===== config.mk =====
export PLATFORM = sky130hd
export DESIGN_NAME = fft_iter_sequencer_flat
export DESIGN_NICKNAME = d
export VERILOG_FILES = /design/src/rtl/fft_iter_pkg.sv /design/src/rtl/fft_iter_sequencer_if.sv /design/src/rtl/fft_addr_delay_line.sv /design/src/rtl/fft_iter_sequencer.sv /design/src/flat_wrapper.sv
export SDC_FILE = /design/constraint.sdc
export NUM_CORES = 1
export LEC_CHECK = 0
export BUFFER_PORTS_ARGS = -buffer_cell sky130_fd_sc_hd__clkbuf_2
export CORE_AREA = 3 3 90 92
export DETAILED_ROUTE_END_ITERATION = 6
export DIE_AREA = 0 0 93 95
export PLACE_DENSITY = 0.79
export SYNTH_ARGS = -nofsm -noshare
export SYNTH_HDL_FRONTEND = slang
export SYNTH_HIERARCHICAL = 1
export SYNTH_SLANG_ARGS = --single-unit

===== constraint.sdc =====
create_clock -name CLK -period 4.53 [get_ports CLK]
set_input_delay 0.2265 -clock CLK [delete_from_list [all_inputs] [get_ports CLK]]
set_output_delay 0.2265 -clock CLK [all_outputs]
set_load 0.02 [all_outputs]

===== src/rtl/fft_iter_pkg.sv =====
`timescale 1ns/1ps
`default_nettype none
// ============================================================================
// Module   : fft_iter_pkg
// Purpose  : Shared types and address arithmetic for the iterative radix-2
//            DIT FFT sequencer (state encoding, size clamp, stage addressing).
// Revision : 1.0  initial release
// ============================================================================
package fft_iter_pkg;

  typedef enum logic [1:0] {
    ST_IDLE  = 2'd0,
    ST_ISSUE = 2'd1,
    ST_DRAIN = 2'd2,
    ST_FIN   = 2'd3
  } seq_state_e;

  // Requested log2(N) limited to the supported range 1..max_l.
  function automatic logic [31:0] clamp_log2n(input logic [31:0] req,
                                               input logic [31:0] max_l);
    if (req < 32'd1) return 32'd1;
    if (req > max_l) return max_l;
    return req;
  endfunction

  // Upper operand index of butterfly bf in stage lay: the group index is
  // spread over 2^(lay+1) words, the position inside the group is kept.
  function automatic logic [31:0] stage_addr_a(input logic [31:0] bf,
                                               input logic [31:0] lay);
    logic [31:0] pos_mask;
    pos_mask = (32'd1 << lay) - 32'd1;
    return ((bf >> lay) << (lay + 32'd1)) | (bf & pos_mask);
  endfunction

  // Lower operand sits half a group (2^lay words) above the upper one.
  function automatic logic [31:0] stage_addr_b(input logic [31:0] bf,
                                               input logic [31:0] lay);
    return stage_addr_a(bf, lay) + (32'd1 << lay);
  endfunction

  // Twiddle index into the full 2^awl-point table, independent of N.
  function automatic logic [31:0] stage_twiddle(input logic [31:0] bf,
                                                input logic [31:0] lay,
                                                input logic [31:0] awl);
    logic [31:0] pos_mask;
    pos_mask = (32'd1 << lay) - 32'd1;
    return (bf & pos_mask) << (awl - 32'd1 - lay);
  endfunction

endpackage
`default_nettype wire


===== src/rtl/fft_iter_sequencer_if.sv =====
`timescale 1ns/1ps
`default_nettype none
// ============================================================================
// Module   : fft_iter_sequencer_if
// Purpose  : Control/address bundle between the FFT sequencer and its user
//            (request side, work-RAM ports, twiddle and stage indicators).
// Revision : 1.0  initial release
// ============================================================================
interface fft_iter_sequencer_if #(
  parameter int AWL   = 5,
  parameter int LayWL = 3
);
  logic             EN;
  logic             START;
  logic [LayWL-1:0] i_LOG2N;
  logic             i_INVERSE;
  logic             BUSY;
  logic             DONE;
  logic             RD_EN;
  logic [AWL-1:0]   RD_A_ADDR;
  logic [AWL-1:0]   RD_B_ADDR;
  logic [AWL-2:0]   W_ADDR;
  logic             W_CONJ;
  logic             WR_EN;
  logic [AWL-1:0]   WR_A_ADDR;
  logic [AWL-1:0]   WR_B_ADDR;
  logic [LayWL-1:0] LAY_NUM;
  logic             FIRST_LAY;
  logic             LAST_LAY;

  modport master (
    output EN, START, i_LOG2N, i_INVERSE,
    input  BUSY, DONE, RD_EN, RD_A_ADDR, RD_B_ADDR, W_ADDR, W_CONJ,
           WR_EN, WR_A_ADDR, WR_B_ADDR, LAY_NUM, FIRST_LAY, LAST_LAY
  );

  modport slave (
    input  EN, START, i_LOG2N, i_INVERSE,
    output BUSY, DONE, RD_EN, RD_A_ADDR, RD_B_ADDR, W_ADDR, W_CONJ,
           WR_EN, WR_A_ADDR, WR_B_ADDR, LAY_NUM, FIRST_LAY, LAST_LAY
  );
endinterface
`default_nettype wire


===== src/rtl/fft_addr_delay_line.sv =====
`timescale 1ns/1ps
`default_nettype none
// ============================================================================
// Module   : fft_addr_delay_line
// Purpose  : DEPTH-stage shift register carrying {valid, a_addr, b_addr} from
//            the read issue point to the write-back point.
// Revision : 1.0  initial release
// ============================================================================
module fft_addr_delay_line #(
  parameter int DEPTH = 4,
  parameter int AWL   = 5
) (
  input  logic           clk,
  input  logic           rst,
  input  logic           en_i,
  input  logic           vld_i,
  input  logic [AWL-1:0] a_i,
  input  logic [AWL-1:0] b_i,
  output logic           vld_o,
  output logic [AWL-1:0] a_o,
  output logic [AWL-1:0] b_o
);

  logic [2*AWL:0] ent_q [DEPTH];

  // Shift one entry per enabled clock; reset empties the whole line.
  always_ff @(posedge clk) begin
    if (rst) begin
      for (int i = 0; i < DEPTH; i++) ent_q[i] <= '0;
    end else if (en_i) begin
      ent_q[0] <= {vld_i, a_i, b_i};
      for (int i = 1; i < DEPTH; i++) ent_q[i] <= ent_q[i-1];
    end
  end

  assign vld_o = ent_q[DEPTH-1][2*AWL];
  assign a_o   = ent_q[DEPTH-1][2*AWL-1:AWL];
  assign b_o   = ent_q[DEPTH-1][AWL-1:0];

endmodule
`default_nettype wire


===== src/rtl/fft_iter_sequencer.sv =====
`timescale 1ns/1ps
`default_nettype none
// ============================================================================
// Module   : fft_iter_sequencer
// Purpose  : Control and address sequencer for an in-place radix-2 DIT FFT
//            with run-time size, inverse flag, issue interval and draining.
// Revision : 1.0  initial release
// ============================================================================
module fft_iter_sequencer
  import fft_iter_pkg::*;
#(
  parameter int AWL           = 5,
  parameter int LayWL         = 3,
  parameter int BUT_CLK_CYCLE = 1,
  parameter int PIPE_LAT      = 4
) (
  input  logic CLK,
  input  logic RST,
  fft_iter_sequencer_if.slave bus
);

  localparam int JW = AWL - 1;
  localparam int TW = (BUT_CLK_CYCLE > 1) ? $clog2(BUT_CLK_CYCLE) : 1;
  localparam int DW = (PIPE_LAT > 1) ? $clog2(PIPE_LAT) : 1;
  localparam logic [TW-1:0]    TICK_LAST  = TW'(BUT_CLK_CYCLE - 1);
  localparam logic [DW-1:0]    DRAIN_LAST = DW'(PIPE_LAT - 1);
  localparam logic [TW-1:0]    TICK_ONE   = TW'(1);
  localparam logic [DW-1:0]    DRAIN_ONE  = DW'(1);
  localparam logic [JW-1:0]    BF_ONE     = JW'(1);
  localparam logic [LayWL-1:0] LAY_ONE    = LayWL'(1);

  seq_state_e       state_q, state_d;
  logic [LayWL-1:0] lay_q, lay_d;     // current stage s
  logic [LayWL-1:0] l_q, l_d;         // number of stages L
  logic [JW-1:0]    bf_q, bf_d;       // butterfly index j
  logic [TW-1:0]    tick_q, tick_d;   // clocks since last issue
  logic [DW-1:0]    drn_q, drn_d;     // clocks spent draining
  logic             inv_q, inv_d;
  logic [AWL-1:0]   rda_q, rdb_q;
  logic [JW-1:0]    tw_q;

  logic             w_issue;
  logic [AWL-1:0]   w_rd_a, w_rd_b;
  logic [JW-1:0]    w_tw, w_last_bf;
  logic             w_last_lay, w_busy;
  logic             w_wr_en;
  logic [AWL-1:0]   w_wr_a, w_wr_b;

  assign w_issue    = (state_q == ST_ISSUE) && (tick_q == '0);
  assign w_rd_a     = AWL'(stage_addr_a(32'(bf_q), 32'(lay_q)));
  assign w_rd_b     = AWL'(stage_addr_b(32'(bf_q), 32'(lay_q)));
  assign w_tw       = JW'(stage_twiddle(32'(bf_q), 32'(lay_q), 32'(AWL)));
  assign w_last_bf  = JW'((32'd1 << (l_q - LAY_ONE)) - 32'd1);
  assign w_last_lay = (lay_q == (l_q - LAY_ONE));
  assign w_busy     = (state_q != ST_IDLE);

  // State, counters and latched setup advance only on enabled clocks.
  always_ff @(posedge CLK) begin
    if (RST) begin
      state_q <= ST_IDLE;
      lay_q   <= '0;
      l_q     <= '0;
      bf_q    <= '0;
      tick_q  <= '0;
      drn_q   <= '0;
      inv_q   <= 1'b0;
    end else if (bus.EN) begin
      state_q <= state_d;
      lay_q   <= lay_d;
      l_q     <= l_d;
      bf_q    <= bf_d;
      tick_q  <= tick_d;
      drn_q   <= drn_d;
      inv_q   <= inv_d;
    end
  end

  // Next-state: issue N/2 butterflies, drain the pipe, repeat per stage.
  always_comb begin
    state_d = state_q;
    lay_d   = lay_q;
    l_d     = l_q;
    bf_d    = bf_q;
    tick_d  = tick_q;
    drn_d   = drn_q;
    inv_d   = inv_q;
    case (state_q)
      ST_IDLE: begin
        if (bus.START) begin
          state_d = ST_ISSUE;
          l_d     = LayWL'(clamp_log2n(32'(bus.i_LOG2N), 32'(AWL)));
          inv_d   = bus.i_INVERSE;
          lay_d   = '0;
          bf_d    = '0;
          tick_d  = '0;
          drn_d   = '0;
        end
      end
      ST_ISSUE: begin
        if (w_issue && (bf_q == w_last_bf)) begin
          state_d = ST_DRAIN;
          tick_d  = '0;
          drn_d   = '0;
        end else begin
          if (w_issue) bf_d = bf_q + BF_ONE;
          tick_d = (tick_q == TICK_LAST) ? '0 : tick_q + TICK_ONE;
        end
      end
      ST_DRAIN: begin
        // Leaving on the clock of the stage's last write keeps the next
        // stage's first read strictly after it.
        if (drn_q == DRAIN_LAST) begin
          if (w_last_lay) begin
            state_d = ST_FIN;
          end else begin
            state_d = ST_ISSUE;
            lay_d   = lay_q + LAY_ONE;
            bf_d    = '0;
            tick_d  = '0;
          end
        end else begin
          drn_d = drn_q + DRAIN_ONE;
        end
      end
      ST_FIN: begin
        state_d = ST_IDLE;
        lay_d   = '0;
      end
      default: state_d = ST_IDLE;
    endcase
  end

  // Read-side addresses hold the last issued butterfly between strobes.
  always_ff @(posedge CLK) begin
    if (RST) begin
      rda_q <= '0;
      rdb_q <= '0;
      tw_q  <= '0;
    end else if (bus.EN && w_issue) begin
      rda_q <= w_rd_a;
      rdb_q <= w_rd_b;
      tw_q  <= w_tw;
    end
  end

  assign bus.RD_EN     = w_issue;
  assign bus.RD_A_ADDR = w_issue ? w_rd_a : rda_q;
  assign bus.RD_B_ADDR = w_issue ? w_rd_b : rdb_q;
  assign bus.W_ADDR    = w_issue ? w_tw : tw_q;

  // Write-back addresses are the visible read addresses PIPE_LAT clocks
  // later, so they inherit the hold behaviour without extra registers.
  fft_addr_delay_line #(
    .DEPTH (PIPE_LAT),
    .AWL   (AWL)
  ) u_dly (
    .clk   (CLK),
    .rst   (RST),
    .en_i  (bus.EN),
    .vld_i (w_issue),
    .a_i   (bus.RD_A_ADDR),
    .b_i   (bus.RD_B_ADDR),
    .vld_o (w_wr_en),
    .a_o   (w_wr_a),
    .b_o   (w_wr_b)
  );

  assign bus.WR_EN     = w_wr_en;
  assign bus.WR_A_ADDR = w_wr_a;
  assign bus.WR_B_ADDR = w_wr_b;
  assign bus.BUSY      = w_busy;
  assign bus.DONE      = (state_q == ST_FIN);
  assign bus.W_CONJ    = inv_q;
  assign bus.LAY_NUM   = lay_q;
  assign bus.FIRST_LAY = w_busy && (lay_q == '0);
  assign bus.LAST_LAY  = w_busy && w_last_lay;

endmodule
`default_nettype wire


===== src/flat_wrapper.sv =====
// flat-port wrapper written by rule: the top's interface ports become plain ports
module fft_iter_sequencer_flat import fft_iter_pkg::*;
#(
  parameter int AWL           = 5,
  parameter int LayWL         = 3,
  parameter int BUT_CLK_CYCLE = 1,
  parameter int PIPE_LAT      = 4
)
  (CLK, RST, bus_EN, bus_START, bus_i_LOG2N, bus_i_INVERSE, bus_BUSY, bus_DONE, bus_RD_EN, bus_RD_A_ADDR, bus_RD_B_ADDR, bus_W_ADDR, bus_W_CONJ, bus_WR_EN, bus_WR_A_ADDR, bus_WR_B_ADDR, bus_LAY_NUM, bus_FIRST_LAY, bus_LAST_LAY);
  fft_iter_sequencer_if #(.AWL(AWL), .LayWL(LayWL)) bus_i ();
  input  logic CLK;
  input  logic RST;
  input wire logic [$bits(bus_i.EN)-1:0] bus_EN;
  input wire logic [$bits(bus_i.START)-1:0] bus_START;
  input wire logic [$bits(bus_i.i_LOG2N)-1:0] bus_i_LOG2N;
  input wire logic [$bits(bus_i.i_INVERSE)-1:0] bus_i_INVERSE;
  output wire logic [$bits(bus_i.BUSY)-1:0] bus_BUSY;
  output wire logic [$bits(bus_i.DONE)-1:0] bus_DONE;
  output wire logic [$bits(bus_i.RD_EN)-1:0] bus_RD_EN;
  output wire logic [$bits(bus_i.RD_A_ADDR)-1:0] bus_RD_A_ADDR;
  output wire logic [$bits(bus_i.RD_B_ADDR)-1:0] bus_RD_B_ADDR;
  output wire logic [$bits(bus_i.W_ADDR)-1:0] bus_W_ADDR;
  output wire logic [$bits(bus_i.W_CONJ)-1:0] bus_W_CONJ;
  output wire logic [$bits(bus_i.WR_EN)-1:0] bus_WR_EN;
  output wire logic [$bits(bus_i.WR_A_ADDR)-1:0] bus_WR_A_ADDR;
  output wire logic [$bits(bus_i.WR_B_ADDR)-1:0] bus_WR_B_ADDR;
  output wire logic [$bits(bus_i.LAY_NUM)-1:0] bus_LAY_NUM;
  output wire logic [$bits(bus_i.FIRST_LAY)-1:0] bus_FIRST_LAY;
  output wire logic [$bits(bus_i.LAST_LAY)-1:0] bus_LAST_LAY;
  assign bus_i.EN = bus_EN;
  assign bus_i.START = bus_START;
  assign bus_i.i_LOG2N = bus_i_LOG2N;
  assign bus_i.i_INVERSE = bus_i_INVERSE;
  assign bus_BUSY = bus_i.BUSY;
  assign bus_DONE = bus_i.DONE;
  assign bus_RD_EN = bus_i.RD_EN;
  assign bus_RD_A_ADDR = bus_i.RD_A_ADDR;
  assign bus_RD_B_ADDR = bus_i.RD_B_ADDR;
  assign bus_W_ADDR = bus_i.W_ADDR;
  assign bus_W_CONJ = bus_i.W_CONJ;
  assign bus_WR_EN = bus_i.WR_EN;
  assign bus_WR_A_ADDR = bus_i.WR_A_ADDR;
  assign bus_WR_B_ADDR = bus_i.WR_B_ADDR;
  assign bus_LAY_NUM = bus_i.LAY_NUM;
  assign bus_FIRST_LAY = bus_i.FIRST_LAY;
  assign bus_LAST_LAY = bus_i.LAST_LAY;
  fft_iter_sequencer #(.AWL(AWL), .LayWL(LayWL), .BUT_CLK_CYCLE(BUT_CLK_CYCLE), .PIPE_LAT(PIPE_LAT)) u_core (.CLK(CLK), .RST(RST), .bus(bus_i));
endmodule

== Word level (Yosys, flattened, before mapping) ==
Memory sizes are Yosys's and may differ from the RTL's.
Cells that the tools add are included.
Storage, ports and cells
  register bits: 30
  memory bits (writable): 44
  input port bits: 8
  output and inout bits: 34
  word-level logic and storage cells: 112
  memories kept: 1
Memories
  u_core.u_dly.ent_q: words 4, bits a word 11, read ports 4, clocked after memory_dff 0, write ports 4, RTL line fft_addr_delay_line.sv:24  | logic [2*AWL:0] ent_q [DEPTH];
Cells by class
  $add $sub $neg: 10
  $lt $le $gt $ge: 2
  equality and inequality tests: 13
  shift operators: 5
  mux-type cells: 48
  bitwise logic cells: 7
  reduce and logical (&&, ||, !) cells: 16
Operator list (count)
  $mux 11: 4
  $and 4x32->32: 1
  $shl 1x3->32 const A: 1
  $shl 32x32->4: 1
  $shl 32x32->5: 1
  $shr 4x3->32: 1
  $sub 32x1->32 const B: 1
  $mux 4: 6
  $mux 3: 7
  $mux 1: 17
  $reduce_and 5->1: 3
  $mux 2: 7
  $ne 2x2->1 const B: 6
  $pmux 4 s3: 1
  $mux 5: 2
  $pmux 3 s3: 1
  $pmux 2 s4: 1
  $reduce_and 7->1: 1
  $eq 2x2->1 const B: 3
  $pmux 2 s3: 1
  $reduce_bool 3->1: 2
  $add 5x5->5: 1
  $logic_and 1x1->1: 5
  $or 5x5->5: 1
  other kinds (23): 26

== Depth between registers and ports, before layout ==
Gate-level depths: netlist of the first run.
  word-level depth: 9
  gate-level depth with buffers: 16
  mapped depth without buffers: 15

== Hierarchy ==
Netlist of the first run, hierarchy kept.
Modules (own cells, without submodules)
  fft_iter_sequencer: instances 1, cells each 307, area an instance 2467.4 um^2, sequential area each 580.6 um^2
  fft_addr_delay_line: instances 1, cells each 107, area an instance 1883.1 um^2, sequential area each 1321.3 um^2

== Worst setup path after synthesis of the first run ==
OpenSTA, ideal clock, no wires.
  kind: reg2reg
  start: register u_core.lay_q[1] (netlist: u_core/bus.LAY_NUM[1])
  end: memory u_core/u_dly/ent_q[0][4] (netlist bit), data pin
  setup time: 0.256 ns
  data arrival time: 3.759 ns
  data required time: 4.274 ns
  setup slack: 0.515 ns
  stages on the path, launching flop included: 17
  path buffers: 2
  period minus slack after synthesis: 4.015 ns
  cells stage by stage: dfxtp_1 > clkbuf_1 > inv_1 > ha_1 > clkbuf_1 > or4_1 > inv_1 > a21oi_1 > inv_1 > ha_1 > fa_1 > a21o_1 > a21oi_1 > xor2_1 > nor2_1 > a221o_1 > and3b_2
RTL lines
  from (decl): RTL line fft_iter_sequencer.sv:33  | logic [LayWL-1:0] lay_q, lay_d;
  from (signal assigned): RTL line fft_iter_sequencer.sv:69  | lay_q <= lay_d;
  to (decl): RTL line fft_addr_delay_line.sv:24

== Worst setup path in the final report of the first run ==
  start: register u_core.lay_q[0] (netlist: u_core/bus.LAY_NUM[0])
  end: output port bus_RD_B_ADDR[4]
On the way
  word-level cells in the longest chain between the ends: 6
  elaborated cells between the ends (all ways): 9
  those cells by class: 3 x add/sub; 3 x shift; 1 x mux; 2 x bitwise
RTL lines
  $shl 1x3->32
  $sub 32x1->32
  $and 4x32->32
  $or 5x5->5 *
  net u_core.w_rd_a[1]: RTL line fft_iter_sequencer.sv:43  | logic [AWL-1:0] w_rd_a, w_rd_b;
  $add 5x5->5 *: RTL line fft_iter_pkg.sv:38  | return stage_addr_a(bf, lay) + (32'd1 << lay);
  $mux 5 *: RTL line fft_iter_sequencer.sv:148  | assign bus.RD_B_ADDR = w_issue ? w_rd_b : rdb_q;
  to (decl): RTL line flat_wrapper.sv:21  | output wire logic [$bits(bus_i.RD_B_ADDR)-1:0] bus_RD_B_ADDR;
Mark *: on every way through the listed nets, which the timed path passes. The rest lies on a longest branch.

==> flow_metrics.tcl, run 1 <==
set metrics [dict create \
    synthArstFlopShare 0 \
    clockBufferDepth 2 \
    cp_slowest_cell "fa_1" \
    numCtsBuffers 9 \
    hold_violations 0 \
    syn_nets 447 \
    drt_iter0_markers 223 \
    cp-startpoint "u_core/bus.LAY_NUM[0]$_SDFFE_PP0P_" \
    grt_pass1_vias 2937 \
    reg2reg_to "u_core/u_dly/ent_q[0][4]$_SDFFCE_PN0P_" \
    syn_area_um2 4350 \
    yosys.area.top_type "edfxtp_1" \
    clkTransAtPathRegs_ns 0.09 \
    rrSetupSlack_ns 0.61 \
    final_area_um2 4760 \
    layout_common_cells "and3b_2, edfxtp_1, clkbuf_2, nand2_1, dfxtp_1" \
    ys_top_cells_by_area "edfxtp_1, dfxtp_1, and3b_2" \
    nets 468 \
    drv_slew 0 \
    power.total_mw 1.55 \
    synth.top_cell.area_share 0.304 \
    min_period_ns 4.22 \
    critPathCaptureType "output pin" \
    tritoncts "yes" \
    drt_pass1_iterations 7 \
    switchingPower_uw 420 \
    start_util 0.597 \
    yosysSeqAreaShare 0.437 \
    tightest_slew_ns 1.27 \
    path_max_fanout 14 \
    syn_area_per_cell_um2 10.5 \
    arrival_ns 3.99 \
    rsz0062_at_grt "no" \
    postCtsSetupBuffers 0 \
    seqPwrFrac 0.486 \
    critPathMaxStageDelay_ns 0.46 \
    crit_type "register to output pin" \
    dpl_cell_area_um2 4530 \
    p_clk_frac 0.371 \
    grt_max_degree 89 \
    fp.dieH_um 95 \
    synthDistinctLibCells 69 \
    cts.sinks 73 \
    ir_drop_uv 149 \
    portBuffers 41 \
    antenna_found_initial 0 \
    power_leakage_nw 2.08 \
    reg2reg_depth 15 \
    crit_required_ns 4.30 \
    power_density_nw_per_um2 326 \
    num_vias 3129 \
    path_cells "inv_1 > ha_2 > ha_1 > inv_1 > ha_1 > nor2b_1 > a31oi_1 > inv_1 > fa_1 > a21o_1 > a21oi_1 > xor2_1 > nor2_1 > a221o_1 > clkbuf_2" \
    max_freq_ghz 0.237 \
    gp_congestion 0.945 \
    die_w_um 93 \
    timing.final.crit_share 0.931 \
    setup_violations 0 \
    wl_mm 8.70 \
    via_per_inst 5.81 \
    clock-root-buffer "clkbuf_8" \
    synthToLayoutAreaGrowth_pct 9.38 \
    relSlewSlack 0.150 \
    cp-endpoint "bus_RD_B_ADDR[4]" \
    status "finished clean" \
    ios 42 \
    drc 0 \
    ys.flop_type "edfxtp_1" \
    dpl.hpwl_mm 5.80 \
    htreeDepth 3 \
    grt_pass1_wl_mm 14.3 \
    p_int_mw 1.13 \
    n_antenna_cell 0 \
    synth_edf_count 44 \
    overflow 0 \
    tns_ns 0 \
    layout-drive-gt1-share 0.277 \
    ys_ff_latch 73 \
    max-cap-violations 0 \
    combinationalPowerShare 0.144 \
    worstSetupStartpointType "register" \
    clock_skew_ns 0.0125 \
    synth_cells 414 \
    holdBufCountCts 0 \
    final_antenna_net_count 0 \
    insertion_delay_ns 0.35 \
    hold_class "input port to register" \
    gr-usage-all-layers 0.206 \
    rows 31 \
    p_sw_frac 0.271 \
    crit_top_cell "inv_1" \
    rr_startpoint "u_core/bus.LAY_NUM[0]$_SDFFE_PP0P_" \
    fin_util 0.653 \
    wl_per_cell_um 16.1 \
    ys.warnings.count 6 \
    die_area_um2 8840 \
    core_um2 7290 \
]
cell type report:
cell class | instances | area, um2
Clock buffer | 9 | 124
Inverter | 24 | 90.1
Multi-Input combinational cell | 282 | 2180
Tap cell | 99 | 124
Sequential cell | 73 | 1900
Fill cell | 596 | 2530
Timing Repair Buffer | 45 | 235
Clock inverter | 7 | 103
registers in the layout (all words and copies together) (netlist names):
register and count:
u_core/u_dly/ent_q 44, u_core/rdb_q 5, u_core/l_q 3, u_core/drn_q 2, u_core/rda_q 5, u_core/bus.W_CONJ 1
u_core/bf_q 4, u_core/tw_q 4, u_core/state_q 2, u_core/bus.LAY_NUM 3
worst min path at each step:
stage | start | endpoint | slack [ns] | cells after the start
floorplan | bus_i_INVERSE | u_core/bus.W_CONJ$_SDFFE_PP0P_ | 0.37 | 2
global placement | u_core/rdb_q[0]$_SDFFE_PP0P_ | u_core/rdb_q[0]$_SDFFE_PP0P_ | 0.44 | 2
detailed placement | u_core/rdb_q[0]$_SDFFE_PP0P_ | u_core/rdb_q[0]$_SDFFE_PP0P_ | 0.45 | 2
CTS | bus_i_INVERSE | u_core/bus.W_CONJ$_SDFFE_PP0P_ | 0.09 | 3
global route | bus_i_INVERSE | u_core/bus.W_CONJ$_SDFFE_PP0P_ | 0.12 | 3
finish | bus_i_INVERSE | u_core/bus.W_CONJ$_SDFFE_PP0P_ | 0.11 | 3
synthesized netlist by cell type, types with 6 or more instances:
cell type and count:
and3b_2 44, clkbuf_1 14, buf_4 10, dfxtp_1 29, a21oi_1 22, edfxtp_1 44
ha_1 24, nor3_1 6, xor2_1 6, buf_2 6, o21ai_0 9, inv_1 23
xnor2_1 8, nand2_1 30, nor2b_1 8, nor2_1 25, a211oi_1 9
power groups by stage:
stage                     clock network (mW)  logic (mW)  registers [mW]
after floorplan                            0       0.168           0.765
after global placement                     0       0.218           0.766
after detailed placement                   0       0.221           0.769
after CTS                              0.587       0.223           0.754
after global routing                   0.623       0.241           0.758
final                                  0.575       0.223           0.754
kinds of logic after synthesis:
family | Yosys count | synth area share
buffers and inverters | 59 | 0.0624
adders and majority gates | 25 | 0.0736
xor gates and xnor gates | 16 | 0.0391
DFF | 73 | 0.437
and+or+nand+nor | 147 | 0.222
muxes | 10 | 0.0244
AOI/OAI and AO/OA | 84 | 0.141
critical path: cells and delay by family (launching register included):
| kind | cells | cell delay [ns] |
|---|---|---|
| and+or+nand+nor | 2 | 0.13 |
| AOI/OAI and AO/OA | 4 | 1.06 |
| buffers and inverters | 4 | 0.62 |
| adders and majority gates | 4 | 1.20 |
| xor gates and xnor gates | 1 | 0.22 |
| DFF | 1 | 0.40 |
metrics by stage:
stage / hold slack, ns / setup slack, ns / instances
6_report: 0.109 / 0.315 / 539
2_1_floorplan: 0.370 / 0.515 / 414
5_1_grt: 0.123 / 0.106 / 539
3_5_place_dp: 0.453 / 0.449 / 523
3_3_place_gp: 0.441 / 0.612 / 523
4_1_cts: 0.0926 / 0.0779 / 539
timing repair:
item	4_1_cts	5_1_grt
setup endpoints to repair	0	1
endpoints found under the hold margin	0	0
gates resized for setup	0	2
routing by layer:
metal,global-route usage,share of wire,vias up
li1,-,-,1553
met1,0.261,0.44,1470
met2,0.344,0.50,89
met3,0.0414,0.047,17
met4,0.0879,0.018,0
met5,0,0,-
Note: power is estimated with default switching activity, not from simulation.
==> run 2: changes to the inputs <==
Settings changed: CORE_AREA 3 3 90 92 to 2 2 89 91, DIE_AREA 0 0 93 95 to 0 0 91 93.
==> run 2 against run 1 <==
  * Global-route usage increased by 0.20 points
  * Clock skew about the same
  * Critical endpoint unchanged
  * Highest routed layer unchanged
  * Die area decreased by 4.2%
  * Largest cell class unchanged
==> flow_metrics.tcl, run 2 (synthesized netlist as in run 1, its figures left out) <==
set metrics [dict create \
    status "finished clean" \
    clockBufferDepth 2 \
    hold_slack_ns 0.121 \
    rrSetupSlack_ns 0.66 \
    fp.dieH_um 93 \
    regMostFlops "u_core/u_dly/ent_q" \
    fin_util 0.630 \
    insertion_delay_ns 0.34 \
    p_clk_frac 0.343 \
    crit_type "register to output pin" \
    drt_iter0_markers 201 \
    overflow 0 \
    numCtsBuffers 9 \
    gr-usage-all-layers 0.208 \
    arrival_ns 3.94 \
    tritoncts "yes" \
    n_fill_cell 634 \
    final_antenna_net_count 0 \
    htreeDepth 3 \
    reg2reg_to "u_core/u_dly/ent_q[0][4]$_SDFFCE_PN0P_" \
    n_antenna_cell 0 \
    place_inst 527 \
    antenna_found_initial 0 \
    hold_class "input port to register" \
    nets 469 \
    gp_congestion 0.871 \
    synthToLayoutAreaGrowth_pct 9.06 \
    hp-start "bus_i_INVERSE" \
    num_vias 3088 \
    tns_ns 0 \
    path_max_fanout 14 \
    via_per_inst 5.69 \
    rows 32 \
    power_density_nw_per_um2 313 \
    drv_slew 0 \
    hold_violations 0 \
    rr_startpoint "u_core/bus.LAY_NUM[0]$_SDFFE_PP0P_" \
    largest_reg_flops 44 \
    drc 0 \
    holdPathStages 3 \
    cts.sinks 73 \
    layout-drive-gt1-share 0.279 \
    dpl.hpwl_mm 5.69 \
    p_sw_frac 0.277 \
    core_um2 7530 \
    die_w_um 91 \
    power_leakage_nw 2.07 \
    tightest_slew_ns 0.949 \
    layout_common_cells "and3b_2, edfxtp_1, clkbuf_2, nand2_1, dfxtp_1" \
    relSlewSlack 0.368 \
    portBuffers 41 \
    worstSetupStartpointType "register" \
    holdPathEnd "u_core/bus.W_CONJ$_SDFFE_PP0P_" \
    grt_max_degree 89 \
    clkTransAtPathRegs_ns 0.08 \
    stdcell_count 543 \
    p_int_mw 1.07 \
    crit_required_ns 4.30 \
    top_regs "u_core/u_dly/ent_q x44, u_core/rda_q x5, u_core/rdb_q x5" \
    timing.final.crit_share 0.920 \
    start_util 0.578 \
    wl_mm 8.37 \
    clock_skew_ns 0.0121 \
    rsz0062_at_grt "no" \
    seqPwrFrac 0.507 \
    combinationalPowerShare 0.150 \
    min_period_ns 4.17 \
    switchingPower_uw 410 \
    critPathCaptureType "output pin" \
    drt_pass1_iterations 5 \
    wl_per_cell_um 15.4 \
    grt_pass1_vias 2953 \
    grt_pass1_wl_mm 14.0 \
    setup_slack_ns 0.360 \
    max-cap-violations 0 \
    setup_violations 0 \
    reg2reg_depth 15 \
    ios 42 \
    max_freq_ghz 0.240 \
    die_area_um2 8460 \
    clock-root-buffer "clkbuf_8" \
    ir_drop_uv 211 \
    preCtsSetupSlack_ns 0.405 \
]
-- run 2: final cells by class --
type,instances,area (um2),area share
Multi-Input combinational cell,282,2180,0.459
Sequential cell,73,1900,0.401
Clock buffer,9,124,0.0261
Tap cell,102,128,0.0269
Clock inverter,7,77.6,0.0164
Timing Repair Buffer,46,243,0.0512
Inverter,24,90.1,0.0190
-- run 2: per-stage QoR --
step	power, mW	area (um2)
global route	1.55	4740
detailed placement	0.990	4540
CTS	1.50	4740
global placement	0.985	4540
finish	1.48	4740
floorplan	0.932	4350
-- run 2: routing by layer --
metal	global-route usage	routed length [um]	share of wire
met5	0	0	0
met2	0.334	3900	0.47
met3	0.0467	518	0.062
met1	0.274	3740	0.45
met4	0.0859	205	0.024
-- run 2: power by group through the flow --
stage | clock network [mW] | logic [mW] | registers [mW]
after detailed placement | 0 | 0.221 | 0.769
after CTS | 0.525 | 0.222 | 0.753
after global routing | 0.551 | 0.244 | 0.757
after floorplan | 0 | 0.168 | 0.765
final | 0.509 | 0.222 | 0.753
after global placement | 0 | 0.218 | 0.767
-- run 2: what timing repair did --
action,in CTS,in global routing
hold buffers,0,0
gates resized for setup,0,2
buffers inserted,0,0
setup endpoints to repair,0,1
-- run 2: worst max path at each step --
stage / startpoint / endpoint / slack (ns) / cells after the start
global placement: u_core/bus.LAY_NUM[0]$_SDFFE_PP0P_ / u_core/u_dly/ent_q[0][4]$_SDFFCE_PN0P_ / 0.56 / 14
finish: u_core/bus.LAY_NUM[0]$_SDFFE_PP0P_ / bus_RD_B_ADDR[4] / 0.36 / 15
floorplan: u_core/bus.LAY_NUM[1]$_SDFFE_PP0P_ / u_core/u_dly/ent_q[0][4]$_SDFFCE_PN0P_ / 0.52 / 16
global route: u_core/bus.LAY_NUM[0]$_SDFFE_PP0P_ / bus_RD_B_ADDR[4] / 0.08 / 15
CTS: u_core/bus.LAY_NUM[0]$_SDFFE_PP0P_ / bus_RD_B_ADDR[4] / 0.06 / 14
detailed placement: u_core/bus.LAY_NUM[0]$_SDFFE_PP0P_ / u_core/u_dly/ent_q[0][4]$_SDFFCE_PN0P_ / 0.40 / 14
-- run 2: critical path, cell delays in order, from the launching register on --
cell and delay, ns:
dfxtp_2 0.40, inv_1 0.20, ha_2 0.22, ha_1 0.25, inv_1 0.09, ha_1 0.28, nor2b_1 0.06, a31oi_1 0.30
inv_1 0.14, fa_1 0.44, a21o_1 0.19, a21oi_1 0.25, xor2_1 0.22, nor2_1 0.06, a221o_1 0.34, clkbuf_2 0.17
==> run 3: changes to the inputs <==
Settings changed: BUFFER_PORTS_ARGS -buffer_cell sky130_fd_sc_hd__clkbuf_2 to -buffer_cell sky130_fd_sc_hd__buf_2.
==> run 3 against run 2 <==
  * Combinational power is essentially flat
  * Sequential power about the same
  * Largest power group unchanged
  * Worst setup slack got worse by 0.041 ns
  * Critical path depth decreased by 3
  * Clock-buffer cell count is the same
  * Worst hold slack worse by 0.0061 ns
  * Global-route usage rose by 0.39 points
==> flow_metrics.tcl, run 3 (synthesized netlist as in run 1, its figures left out) <==
set metrics [dict create \
    status "finished clean" \
    gp_congestion 0.872 \
    htreeDepth 3 \
    hold_class "input port to register" \
    power.total_mw 1.55 \
    ir_drop_uv 178 \
    grt_pass1_wl_mm 14.3 \
    min_period_ns 4.21 \
    p_sw_frac 0.272 \
    postCtsSetupBuffers 0 \
    regMostFlops "u_core/u_dly/ent_q" \
    max-cap-violations 0 \
    final_area_um2 4770 \
    clockBufferDepth 2 \
    layout_common_cells "and3b_2, edfxtp_1, buf_2, nand2_1, dfxtp_1" \
    layout-drive-gt1-share 0.279 \
    antenna_found_initial 0 \
    dpl.hpwl_mm 5.76 \
    drc 0 \
    multi_input_area_um2 2180 \
    cts.sinks 73 \
    largest_reg_flops 44 \
    regArea_um2 1900 \
    crit_family "compound AO/OA/AOI/OAI gates" \
    timing.final.crit_share 0.930 \
    max_freq_ghz 0.237 \
    critPathCaptureType "output pin" \
    overflow 0 \
    wl_per_cell_um 15.7 \
    drt_pass1_iterations 5 \
    power_density_nw_per_um2 326 \
    worstSetupStartpointType "register" \
    rows 32 \
    tns_ns 0 \
    n_fill_cell 629 \
    n_antenna_cell 0 \
    via_per_inst 5.80 \
    drv_slew 0 \
    rsz0062_at_grt "no" \
    arrival_ns 3.98 \
    tritoncts "yes" \
    die_area_um2 8460 \
    seqPwrFrac 0.484 \
    dpl_cell_area_um2 4540 \
    num_vias 3149 \
    place_inst 527 \
    synthToLayoutAreaGrowth_pct 9.63 \
    tightest_slew_ns 0.951 \
    wl_mm 8.54 \
    cp_slowest_cell "dfxtp_1" \
    crit_required_ns 4.30 \
    power_leakage_nw 2.11 \
    grt_pass1_vias 3010 \
    hold_violations 0 \
    stdcell_count 543 \
    grt_max_degree 89 \
    path_cells "inv_1 > ha_1 > nor2b_1 > a31oi_1 > inv_1 > fa_1 > a21o_1 > a21oi_1 > xor2_1 > nor2_1 > a221o_1 > buf_2" \
    numCtsBuffers 9 \
    grt.met3_usage 0.0403 \
    insertion_delay_ns 0.35 \
    grt-busiest-layer "met2" \
    crit_type "register to output pin" \
    start_util 0.578 \
    clock_skew_ns 0.00457 \
    switchingPower_uw 423 \
    worst-path-buf-inv 3 \
    nets 469 \
    clkTransAtPathRegs_ns 0.08 \
    p_int_mw 1.13 \
    portBuffers 41 \
    die_w_um 91 \
    drt_iter0_markers 212 \
    fp.dieH_um 93 \
    setup_violations 0 \
    core_um2 7530 \
    crit_top_cell "inv_1" \
    gr-usage-all-layers 0.212 \
    gr-usage-met2 0.343 \
    final_antenna_net_count 0 \
    relSlewSlack 0.366 \
    met1_usage 0.278 \
    path_max_fanout 12 \
    top_regs "u_core/u_dly/ent_q x44, u_core/rda_q x5, u_core/rdb_q x5" \
    ios 42 \
    critPathMaxStageDelay_ns 0.62 \
    p_clk_frac 0.373 \
    clock-root-buffer "clkbuf_8" \
    combinationalPowerShare 0.143 \
]
-- run 3: cell types whose count changed in the layout (fill, tap and decap cells not counted), sizes merged --
cell      previous run  this run
clkbuf              50         9
buf                  5        46
clkinvlp             1         0
bufinv               1         2
-- run 3: layout make-up --
cell class	count	area share
clock buffers	9	0.0260
multi-input cells	282	0.457
well taps	102	0.0268
flip-flops and latches	73	0.399
repair buffers	46	0.0509
clock inverters	7	0.0215
inverters	24	0.0189
-- run 3: stage by stage --
step                hold WS (ns)  utilization  setup slack (ns)
CTS                        0.108        0.633            0.0742
global route               0.156        0.634            0.0628
floorplan                  0.370            -             0.515
global placement           0.441        0.603             0.565
finish                     0.115        0.634             0.319
detailed placement         0.449        0.603             0.403
-- run 3: worst reg2reg max path, stage by stage, from the launching register on --
cell	delay, ns
dfxtp_1	0.62
inv_1	0.20
ha_1	0.41
nor2b_1	0.21
a31oi_1	0.34
inv_1	0.15
fa_1	0.44
a21o_1	0.19
a21oi_1	0.27
xor2_1	0.23
nor2_1	0.06
a221o_1	0.34
and3b_2	0.20
-- run 3: what timing repair did --
action | CTS | global route
hold buffers | 0 | 0
setup endpoints to repair | 0 | 1
gates resized for setup | 0 | 2
-- run 3: final timing paths --
check	slack, ns	endpoint	cells after the start	start
min reg2reg	0.46	u_core/rdb_q[3]$_SDFFE_PP0P_	2	u_core/rdb_q[3]$_SDFFE_PP0P_
max	0.32	bus_RD_B_ADDR[4]	12	u_core/bus.LAY_NUM[2]$_SDFFE_PP0P_
max reg2reg	0.64	u_core/u_dly/ent_q[0][4]$_SDFFCE_PN0P_	12	u_core/bus.LAY_NUM[2]$_SDFFE_PP0P_
min	0.11	u_core/bus.W_CONJ$_SDFFE_PP0P_	3	bus_i_INVERSE
-- run 3: per-layer routing --
metal / part of all wire / wire length (um)
met1: 0.45 / 3880
met2: 0.47 / 4050
met3: 0.046 / 397
met4: 0.025 / 215
met5: 0 / 0
-- run 3: power groups by stage --
stage | sequential [mW] | clock [mW] | combinational, mW
2_1_floorplan | 0.765 | 0 | 0.168
3_3_place_gp | 0.766 | 0 | 0.218
3_5_place_dp | 0.769 | 0 | 0.221
4_1_cts | 0.753 | 0.588 | 0.222
5_1_grt | 0.757 | 0.614 | 0.244
6_report | 0.753 | 0.579 | 0.222
